[src/rtl/pipe_pkg.sv]
// Shared definitions for the core pipeline stage registers: NOP encoding,
// per-stage payload layouts and the default perf counter width.
package pipe_pkg;

    localparam logic [31:0] PIPE_NOP_INSTR = 32'h0000_0013;
    localparam int          PIPE_CNT_W     = 16;

    typedef struct packed {
        logic [31:0] pc;
        logic [31:0] instr;
    } if_id_t;

    typedef struct packed {
        logic [31:0] pc;
        logic [31:0] rs1_val;
        logic [31:0] rs2_val;
        logic [31:0] imm;
        logic [4:0]  rd;
        logic [7:0]  ctrl;
    } id_ex_t;

endpackage

[src/rtl/pipe_sat_cnt.sv]
// Saturating up-counter: holds at all-ones instead of wrapping; clr_i wins over inc_i.
module pipe_sat_cnt #(
    parameter int CNT_W = 16
) (
    input  logic             clk_i,
    input  logic             inc_i,
    input  logic             clr_i,
    output logic [CNT_W-1:0] cnt_o
);

    always_ff @(posedge clk_i) begin
        if (clr_i) begin
            cnt_o <= '0;
        end else if (inc_i && (cnt_o != '1)) begin
            cnt_o <= cnt_o + 1'b1;
        end
    end

endmodule

[src/rtl/pipe_stage_skid.sv]
// Valid/ready pipeline register with a 2-entry (main + skid) buffer and flush.
// Optional perf counters are built when PIPE_STAGE_PERF_EN is defined.
module pipe_stage_skid
    import pipe_pkg::*;
#(
    parameter int                DATA_W    = 64,
    parameter logic [DATA_W-1:0] FLUSH_VAL = '0,
    parameter int                CNT_W     = PIPE_CNT_W
) (
    input  logic              clk_i,
    input  logic              rst_i,
    input  logic              flush_i,
    input  logic              in_valid_i,
    output logic              in_ready_o,
    input  logic [DATA_W-1:0] in_data_i,
    output logic              out_valid_o,
    input  logic              out_ready_i,
    output logic [DATA_W-1:0] out_data_o,
    output logic [CNT_W-1:0]  stall_cnt_o,
    output logic [CNT_W-1:0]  flush_cnt_o
);

    logic              main_vld_p1;
    logic              skid_vld_p1;
    logic [DATA_W-1:0] main_data_p1;
    logic [DATA_W-1:0] skid_data_p1;
    logic              in_fire;
    logic              out_fire;

    // Ready comes straight from the skid flop, so out_ready_i never reaches it combinationally.
    assign in_ready_o  = !skid_vld_p1;
    assign out_valid_o = main_vld_p1;
    assign out_data_o  = main_data_p1;
    assign in_fire     = in_valid_i && in_ready_o;
    assign out_fire    = main_vld_p1 && out_ready_i;

    // ---- stage p1: main/skid registers ----
    always_ff @(posedge clk_i) begin
        if (rst_i) begin
            main_vld_p1  <= 1'b0;
            skid_vld_p1  <= 1'b0;
            main_data_p1 <= FLUSH_VAL;
            skid_data_p1 <= FLUSH_VAL;
        end else if (flush_i) begin
            main_vld_p1  <= 1'b0;
            skid_vld_p1  <= 1'b0;
            main_data_p1 <= FLUSH_VAL;
        end else if (skid_vld_p1 && out_fire) begin
            // in_ready_o is low here, so no new input can collide with the drain.
            main_data_p1 <= skid_data_p1;
            skid_vld_p1  <= 1'b0;
        end else if (!main_vld_p1 || out_fire) begin
            main_vld_p1 <= in_fire;
            if (in_fire) begin
                main_data_p1 <= in_data_i;
            end
        end else if (in_fire) begin
            skid_data_p1 <= in_data_i;
            skid_vld_p1  <= 1'b1;
        end
    end

`ifdef PIPE_STAGE_PERF_EN
    logic stall_inc;
    logic flush_inc;

    // skid_vld implies main_vld, so main_vld alone tells whether a flush kills anything.
    assign stall_inc = main_vld_p1 && !out_ready_i;
    assign flush_inc = flush_i && main_vld_p1;

    pipe_sat_cnt #(.CNT_W(CNT_W)) u_stall_cnt (
        .clk_i (clk_i),
        .inc_i (stall_inc),
        .clr_i (rst_i),
        .cnt_o (stall_cnt_o)
    );

    pipe_sat_cnt #(.CNT_W(CNT_W)) u_flush_cnt (
        .clk_i (clk_i),
        .inc_i (flush_inc),
        .clr_i (rst_i),
        .cnt_o (flush_cnt_o)
    );
`else
    assign stall_cnt_o = '0;
    assign flush_cnt_o = '0;
`endif

endmodule
[config.mk]
export PLATFORM = sky130hd
export DESIGN_NAME = pipe_stage_skid
export DESIGN_NICKNAME = d
export VERILOG_FILES = /design/src/rtl/pipe_pkg.sv /design/src/rtl/pipe_sat_cnt.sv /design/src/rtl/pipe_stage_skid.sv
export SDC_FILE = /design/constraint.sdc
export NUM_CORES = 1
export LEC_CHECK = 0
export ABC_AREA = 1
export BUFFER_PORTS_ARGS = -buffer_cell sky130_fd_sc_hd__buf_4
export CORE_MARGIN = 2
export CORE_UTILIZATION = 40
export DETAILED_ROUTE_END_ITERATION = 8
export GPL_TIMING_DRIVEN = 0
export SLEW_MARGIN = 25
export SYNTH_ARGS = -nofsm -noshare
export SYNTH_HDL_FRONTEND = slang
export SYNTH_HIERARCHICAL = 1
export SYNTH_SLANG_ARGS = --single-unit
export TNS_END_PERCENT = 50
[constraint.sdc]
create_clock -name clk_i -period 2.9 [get_ports clk_i]
set_input_delay 0.145 -clock clk_i [delete_from_list [all_inputs] [get_ports clk_i]]
set_output_delay 0.145 -clock clk_i [all_outputs]
set_load 0.1 [all_outputs]
# Yosys cells after proc, flatten, opt, wreduce, memory -nomap -nowiden
# Cells that the tools add are included.
# op_classes
n_reduce_logical	14
eq_ne	0
muxes	3
addsub	0
magnitude_cmp	0
div	0
n_shift	0
bitwise	3
n_mul	0
# op_table
op	n
$mux 64	3
$reduce_and 2->1	3
$reduce_and 4->1	1
$reduce_bool 2->1	2
$logic_and 1x1->1	3
$not 1->1	3
$reduce_or 3->1	1
$logic_not 1->1	2
$reduce_or 2->1	1
$logic_or 1x1->1	1
# totals
latchBits	0
out_inout_bits	98
mem_bits_ro	0
ram_bits	0
reg_bits	130
memories	0

# Logic depth before layout (Yosys ltp)
# Gate-level depths: netlist (run 1).
# depth
depth_word	5
ltp_mapped	8
mapped_depth_nobuf	7

# Worst setup path before layout (run 1)
# Ideal clock, no wire load.
# synth_timing
path_kind	reg-to-reg
from	reg main_vld_p1 (netlist: out_valid_o)
to	reg skid_data_p1[33]
arrival_ns	1.810
stages_incl_launch_ff	7
t_required_ns	2.789
synth_period_minus_slack_ns	1.921
slack_ns	0.979
path_cell_list	dfxtp_1 > nand2_2 > nor2_2 > buf_2 > nand3_1 > nand2_1 > nor2_1
# synth_via
elab_chain_cells	4
# synth_lines
element	line	text
start, declared	pipe_stage_skid.sv:23	logic main_vld_p1;
start signal, assigned	pipe_stage_skid.sv:53	main_vld_p1 <= in_fire;
$logic_not 1->1 / $logic_and 1x1->1 (equally long branches)	pipe_stage_skid.sv:52, pipe_stage_skid.sv:35	
$logic_or 1x1->1 / $logic_and 1x1->1 (equally long branches)	pipe_stage_skid.sv:52, pipe_stage_skid.sv:48	
$not 1->1 (no line)	--	
$reduce_and 4->1 (no line) *	--	
end signal, assigned	pipe_stage_skid.sv:58	skid_data_p1 <= in_data_i;
end, declared	pipe_stage_skid.sv:26	logic [DATA_W-1:0] skid_data_p1;
# Mark *: on every way between the ends. The rest lies on a longest branch, timed or not.
# A chain may end at the register's enable or synchronous reset.

# Worst setup path in the final report (run 1)
# layout_timing
from	reg main_vld_p1 (netlist: out_valid_o)
to	reg main_data_p1[32] (netlist: out_data_o[32])
# layout_via
elab_chain_cells	4
# layout_lines
element	line	text
$logic_and 1x1->1 / $logic_not 1->1 (equally long branches)	pipe_stage_skid.sv:35, pipe_stage_skid.sv:52	
$logic_and 1x1->1 / $logic_or 1x1->1 (equally long branches)	pipe_stage_skid.sv:48, pipe_stage_skid.sv:52	
$reduce_bool 2->1 (no line)	--	
$reduce_and 2->1 (no line)	--	
end signal, assigned	pipe_stage_skid.sv:50	main_data_p1 <= skid_data_p1;
end signal, assigned	pipe_stage_skid.sv:55	main_data_p1 <= in_data_i;
end, declared	pipe_stage_skid.sv:25	logic [DATA_W-1:0] main_data_p1;
# Several ways; a longest one is shown, not always the timed one.

==> results of run 1 <==
==> worst max-delay path, delay by kind of cell (launching register included) <==
family | cells | cell delay (ns)
buffers and inverters | 2 | 0.72
DFF | 1 | 0.34
and+or+nand+nor | 4 | 0.45
==> worst paths after layout <==
kind                                         end  cells past startpoint              from  slack [ns]
worst max register to register    out_data_o[32]                      6       out_valid_o        1.29
worst max-delay path              out_data_o[32]                      6       out_valid_o        1.29
worst min register to register  skid_data_p1[62]                      2  skid_data_p1[62]        0.47
worst min-delay path              out_data_o[62]                      5     in_data_i[62]        0.04
==> state kept, by name, indices dropped and copies added (netlist names) <==
| signal | cells |
|---|---|
| out_data_o | 64 |
| skid_data_p1 | 64 |
| out_valid_o | 1 |
| skid_vld_p1 | 1 |
==> where the power goes <==
part	internal (W)	switching, W
logic	0.000259	0.000763
registers	0.00184	0.0000277
clock network	0.00166	0.000837
total	0.00376	0.00163
==> Yosys cell counts (all sizes together) <==
library cell	n	share of area, %
nor2	323	18
nand2	263	15
inv	198	11
dfxtp	130	38
nand3	129	9.5
buf	88	7.9
clkbuf	10	0.55
a21oi	1	0.074
conb	1	0.055
o21ai	1	0.074
==> area by class of cell <==
cell class | instances | area, sq um
buffer | 98 | 574.3
clock buffer | 19 | 452.9
clock inverter | 13 | 231.5
fill | 1745 | 7702
inverter | 198 | 743.2
multi-input combinational | 749 | 2995
sequential | 130 | 2603
tap | 220 | 275.3
timing repair buffer | 134 | 1006
==> kinds of logic after synthesis <==
group / count (synthesis)
simple gates: 715
compound gates: 2
other cells: 1
flops: 130
buf+inv: 296
==> metrics by stage <==
| stage | total power [W] | area, sq um | std cells | hold WS [ns] | utilization, % |
|---|---|---|---|---|---|
| floorplan | 0.002697 | 6915 | 1175 | 0.3335 | - |
| global placement | 0.002928 | 8197 | 1529 | 0.4481 | 49.43 |
| detailed placement | 0.002930 | 8197 | 1529 | 0.4563 | 49.43 |
| CTS | 0.005428 | 8881 | 1561 | 0.03851 | 53.55 |
| global route | 0.005576 | 8881 | 1561 | 0.06035 | 53.55 |
| finish | 0.005386 | 8881 | 1561 | 0.04340 | 53.55 |
==> routing by layer <==
| layer | vias to the layer above | track usage, % |
|---|---|---|
| met4 | 0 | 6.608 |
| met5 | - | 0 |
| met1 | 2856 | 28.10 |
| met2 | 138 | 32.26 |
| met3 | 17 | 4.082 |
| li1 | 3628 | - |
==> results_tabular.tex, run 1 <==
\begin{tabular}{lr}
\hline
Metric & Value \\
\hline
\multicolumn{2}{l}{\textbf{CTS}} \\
\quad CTS buffer count & 17 \\
\quad Clock tree from TritonCTS & done \\
\quad H-Tree Depth & 4 \\
\quad CTS clock-pin slew for the worst setup and hold paths & around 0.060 ns \\
\quad Number of cells upsized or downsized after cts & 0 \\
\quad Clock tree buffer depth & 2 \\
\quad Number of buffers inserted to repair setup after CTS & 0 \\
\quad Root Driver & clkbuf\_16 \\
\quad Clk sinks & 130 \\
\quad Clock insertion delay at the later pin of the skew report & between 0.4 and 0.5 ns \\
\quad Number of buffers inserted for hold repair after clock tree synthesis & 0 \\
\multicolumn{2}{l}{\textbf{Synth}} \\
\quad Area of the mapped netlist & 0.006799 sq mm \\
\quad Post-synthesis share of cell area spent on full adders, half adders and majority gates & 0\% \\
\quad Simple-gate area share of the yosys netlist & 42.14\% \\
\quad Library cells used by synthesis & 16 \\
\quad Main combinational cell family by area after synthesis & simple AND/OR/NAND/NOR gates \\
\quad Compound-gate portion of the synthesized area & 0.1472\% \\
\quad Synth Area per Inst & slightly below 6 sq um \\
\quad Parity-gate share of the synthesized area counting xor and xnor cells & 0\% \\
\quad Number of warnings issued by yosys & 6 \\
\quad Proportion of synthesized chip area in sequential cells & 38.28\% \\
\quad Synth Instances & 1144 \\
\quad Fraction of synthesized area in multiplexers & 0\% \\
\quad Register bit total from synthesis & 130 \\
\multicolumn{2}{l}{\textbf{Placement}} \\
\quad Detailed placement HPWL & 12470 microns \\
\quad Number of I/O port buffers & 134 \\
\quad Post-Place Worst Slack & 1.325 ns \\
\quad Gpl congestion & 0.7765 \\
\multicolumn{2}{l}{\textbf{Global routing}} \\
\quad Gr ovfl total & 0 \\
\quad All-layer global routing usage & 20.46\% \\
\quad Vias in the first global route & around 6000 \\
\quad Wire length of the first global-routing pass & $\sim$30000 microns \\
\quad Number of antenna violations at the first check in global routing & 0 \\
\quad Largest net degree at the start of global routing & 17 \\
\multicolumn{2}{l}{\textbf{Worst setup path}} \\
\quad Data required time of the critical path & roughly 3.2 ns \\
\quad Largest stage delay on the critical path & 0.44 ns \\
\quad Critical Path, Cell by Cell & nand3\_1 > buf\_2 > clkbuf\_1 > nor2\_1 > nor2\_1 > nor2\_1 \\
\quad Data arrival time of the critical path & 1.92 ns \\
\quad Max stage delay cell, worst path & clkbuf\_1 \\
\quad Critical Path Sink Type & register \\
\quad Critical setup path kind & register to register \\
\quad CP dominant cell by count & nor2\_1 \\
\quad Type of element launching the critical path & register \\
\quad Critical path fanouts, max & 10 \\
\multicolumn{2}{l}{\textbf{Final layout}} \\
\quad Antenna Cells & 0 \\
\quad Final \#Nets & 1397 \\
\quad Layout overhead on the synthesized area & 30.62\% \\
\quad Most frequent standard cell in the layout excluding fill and tap cells & nor2\_1 \\
\quad Commonest non-fill, non-tap cells in the layout & nor2\_1 (321), nand2\_1 (259), inv\_1 (193) \\
\quad Layout cell share with drive strength beyond 1 & between 10\% and 20\% \\
\multicolumn{2}{l}{\textbf{Timing}} \\
\quad Fin. Hold Viols & 0 \\
\quad Final critical path time including I/O delays and setup & 1.608 ns \\
\quad Pins Over Slew Limit & 0 \\
\quad Setup tns final & 0 ns \\
\quad Post-Route Skew & 0.01205 ns \\
\quad Post-route fraction of the period consumed by the critical path & between 50\% and 60\% \\
\quad Worst max-slew margin expressed relative to the limit & between 60\% and 70\% \\
\quad Pin slew with the least headroom to its limit & 0.5473 ns \\
\quad Final number of setup-violating endpoints & 0 \\
\quad Max Clock Freq & 621.7 MHz \\
\quad Setup repair after global routing missed its margin & false \\
\quad Worst setup slack after layout & 1.292 ns \\
\multicolumn{2}{l}{\textbf{Flow run}} \\
\quad Max Cap Viol & 0 \\
\multicolumn{2}{l}{\textbf{Run status}} \\
\quad Outcome & finished, final reports clean \\
\multicolumn{2}{l}{\textbf{Pwr}} \\
\quad Worst-case vdd ir drop & roughly 0.4 mV \\
\quad Areal power density over the cells & 606.5 mW/mm\^{}2 \\
\quad P\_leak & around 4.6 nW \\
\multicolumn{2}{l}{\textbf{Die}} \\
\quad Height of the die & 134.4 microns \\
\quad Chip Width & 134.4 microns \\
\quad Site row count & 47 \\
\quad Std-Cell Core Area & 0.01658 sq mm \\
\quad Overall die area & 0.01806 sq mm \\
\quad Starting density of the core & 41.00\% \\
\quad Count of boundary I/O pins & 167 \\
\multicolumn{2}{l}{\textbf{Drt}} \\
\quad DR DRC count & 0 \\
\quad Vias post-DR & 6639 \\
\quad Highest layer used for signal routing & met4 \\
\quad Number of nets with antenna violations after routing & 0 \\
\quad Wire length on met1 & 8691 microns \\
\quad Initial DRC Count & approximately 390 \\
\quad Final WL & 17850 microns \\
\quad Routed wire length per instance & 11.43 microns \\
\quad Detailed-router iteration count before antenna repair & 5 \\
\quad Total length of routed met3 wires & 860 microns \\
\quad Vias per Instance & 4.253 \\
\quad Amount of wire on met2 after detailed routing & 8017 microns \\
\multicolumn{2}{l}{\textbf{Worst hold path}} \\
\quad Min-Delay Path Class & input pin to register \\
\hline
\end{tabular}
Power figures use the tool's default switching activity.
==> run 2, diff against run 1 <==
Settings changed: PLACE_DENSITY from default to 0.65.
Clock period 2.9 ns to 1.3 ns, I/O delays scaled along.
==> results_tabular.tex, run 2 (synthesis results as in run 1) <==
\begin{tabular}{lr}
\hline
Metric & Value \\
\hline
\multicolumn{2}{l}{\textbf{Run status}} \\
\quad Outcome & complete, but fails checks \\
\quad Violations in the final reports & setup timing \\
\multicolumn{2}{l}{\textbf{Worst setup path}} \\
\quad Type of element launching the critical path & register \\
\quad Critical Path Sink Type & register \\
\quad Critical path fanouts, max & 6 \\
\quad Worst flop-to-flop path startpoint & out\_valid\_o \\
\quad Launch point of the worst path & out\_valid\_o \\
\quad Data arrival time of the critical path & around 1.7 ns \\
\quad Worst r2r dst & skid\_data\_p1[14] \\
\quad Data required time of the critical path & 1.66 ns \\
\quad Critical setup path kind & register to register \\
\quad Flop-to-flop setup slack & -0.03 ns \\
\quad Worst reg2reg path depth & 8 \\
\multicolumn{2}{l}{\textbf{Drt}} \\
\quad Initial DRC Count & between 400 and 500 \\
\quad Amount of wire on met2 after detailed routing & 9844 microns \\
\quad Highest layer used for signal routing & met4 \\
\quad Number of nets with antenna violations after routing & 0 \\
\quad Vias post-DR & between 7000 and 8000 \\
\quad Routed wire length per instance & 12.26 microns \\
\quad Total length of routed met3 wires & 891 microns \\
\quad Final WL & 20170 microns \\
\quad Vias per Instance & 4.370 \\
\quad Wire length on met1 & 9110 microns \\
\quad Detailed-router iteration count before antenna repair & 5 \\
\quad DR DRC count & 0 \\
\multicolumn{2}{l}{\textbf{CTS}} \\
\quad Root Driver & clkbuf\_16 \\
\quad Clk sinks & 130 \\
\quad Clock insertion delay at the later pin of the skew report & 0.42 ns \\
\quad Clock tree from TritonCTS & done \\
\quad CTS buffer count & 17 \\
\quad Clock tree buffer depth & 2 \\
\quad H-Tree Depth & 4 \\
\quad CTS clock-pin slew for the worst setup and hold paths & roughly 0.06 ns \\
\multicolumn{2}{l}{\textbf{Die}} \\
\quad Height of the die & 134.4 microns \\
\quad Std-Cell Core Area & $\sim$0.017 sq mm \\
\quad Starting density of the core & between 40\% and 50\% \\
\quad Site row count & 47 \\
\quad Chip Width & 134.4 microns \\
\quad Count of boundary I/O pins & 167 \\
\quad Overall die area & 0.01806 sq mm \\
\multicolumn{2}{l}{\textbf{Timing}} \\
\quad Pins Over Slew Limit & 0 \\
\quad Worst setup slack after layout & -0.02667 ns \\
\quad Setup repair after global routing missed its margin & true \\
\quad Post-Route Skew & approximately 0.0045 ns \\
\quad Post-route fraction of the period consumed by the critical path & 102.1\% \\
\quad Final number of setup-violating endpoints & 36 \\
\quad Max Clock Freq & 753.8 MHz \\
\quad Worst Hold Margin & roughly 0.013 ns \\
\quad Fin. Hold Viols & 0 \\
\quad Final critical path time including I/O delays and setup & 1.327 ns \\
\multicolumn{2}{l}{\textbf{Final layout}} \\
\quad Layout cell share with drive strength beyond 1 & 23.58\% \\
\quad Most frequent standard cell in the layout excluding fill and tap cells & nor2\_1 \\
\quad Layout overhead on the synthesized area & 51.66\% \\
\quad Filler Cells Inserted & 1566 \\
\quad Commonest non-fill, non-tap cells in the layout & nor2\_1 (282), nand2\_1 (254), inv\_1 (193) \\
\quad Non-Filler Cell Area, Final & approximately 0.010 sq mm \\
\quad Antenna Cells & 0 \\
\quad Final \#Nets & 1481 \\
\multicolumn{2}{l}{\textbf{Pwr}} \\
\quad Clock share of power & 41.8\% \\
\quad Sequential cell fraction of total power & about 36\% \\
\quad Gate power share & 22.3\% \\
\quad Switching portion of total power & a little under a third \\
\quad Internal power & roughly 0.0080 W \\
\quad Areal power density over the cells & 1129 mW/mm\^{}2 \\
\quad Worst-case vdd ir drop & 0.8578 mV \\
\quad Sw power & 0.003632 W \\
\quad P\_leak & 5.140 nW \\
\multicolumn{2}{l}{\textbf{Worst hold path}} \\
\quad Worst hold path cell count & 4 \\
\quad End point of the most critical hold path & skid\_data\_p1[0] \\
\quad Min-Delay Path Class & input pin to register \\
\quad Hold Crit Start & rst\_i \\
\multicolumn{2}{l}{\textbf{Global routing}} \\
\quad Number of antenna violations at the first check in global routing & 0 \\
\quad Vias in the first global route & 6329 \\
\quad Largest net degree at the start of global routing & 17 \\
\quad Gr ovfl total & 0 \\
\quad All-layer global routing usage & 21.38\% \\
\quad Wire length of the first global-routing pass & 30940 microns \\
\multicolumn{2}{l}{\textbf{Placement}} \\
\quad Detailed placement HPWL & 12520 microns \\
\quad Number of I/O port buffers & 134 \\
\quad Gpl congestion & 0.8030 \\
\quad Post-place instance area & 0.008235 sq mm \\
\multicolumn{2}{l}{\textbf{Flow run}} \\
\quad Max Cap Viol & 0 \\
\hline
\end{tabular}
run 2: cell count changes in the layout (fill, tap and decap cells not counted), sizes merged:
cell         change
dlygate4sd3     +64
clkinvlp         -1
clkbuf          +13
bufinv           -3
clkinv           +2
buf              +9
run 2: cell type report:
cell class,instances,area [sq um],share of cell area [%]
multi-input combinational,749,3232,31.34
sequential,130,2610,25.31
timing repair buffer,219,2008,19.48
buffer,97,838.3,8.130
inverter,198,753.2,7.305
clock buffer,21,460.4,4.465
tap,220,275.3,2.670
clock inverter,11,133.9,1.298
run 2: critical path, stage by stage, from the launching register on:
cell	delay (ns)
dfxtp_4	0.41
nand2_8	0.09
inv_4	0.07
nand2_4	0.06
nor2_4	0.18
buf_12	0.18
clkbuf_16	0.15
nor2_1	0.04
nor2_1	0.08
run 2: how the worst max path moves through the flow:
stage	to	cells after the start
after CTS	skid_data_p1[61]	8
after global routing	out_data_o[34]	7
after floorplan	out_data_o[34]	8
after detailed placement	out_data_o[27]	6
final	skid_data_p1[14]	8
after global placement	out_data_o[27]	6
run 2: stage by stage:
step            TNS, ns  instances  setup slack [ns]  util [%]  power, W
6_report        -0.4875       1645          -0.02667     62.18   0.01164
5_1_grt          -3.990       1645          -0.08662     62.18   0.01208
4_1_cts        -0.01522       1632         -0.005730     58.09   0.01157
3_5_place_dp     -14.62       1529           -0.2017     49.66  0.006542
3_3_place_gp     -11.92       1529           -0.1670     49.66  0.006531
2_1_floorplan    -3.599       1175          -0.03680         -  0.006022
run 2: repair_timing:
action / in CTS / in global routing
setup endpoints to repair: 123 / 124
gates cloned: 0 / 10
hold buffers: 64 / 0
endpoints found under the hold margin: 110 / 0
gates resized for setup: 34 / 135
pin swaps: 2 / 22
buffers inserted: 7 / 4
run 2: layer usage:
layer	track usage (%)	vias up
met5	0	-
met3	3.628	24
met4	6.784	0
li1	-	3813
met2	35.43	183
met1	28.40	3168
run 2: power by group through the flow:
stage | Sequential (W) | Combinational, W | Clock (W)
finish | 0.00417 | 0.00260 | 0.00487
global route | 0.00419 | 0.00277 | 0.00512
CTS | 0.00417 | 0.00248 | 0.00492
detailed placement | 0.00426 | 0.00229 | 0
global placement | 0.00425 | 0.00228 | 0
floorplan | 0.00492 | 0.00111 | 0
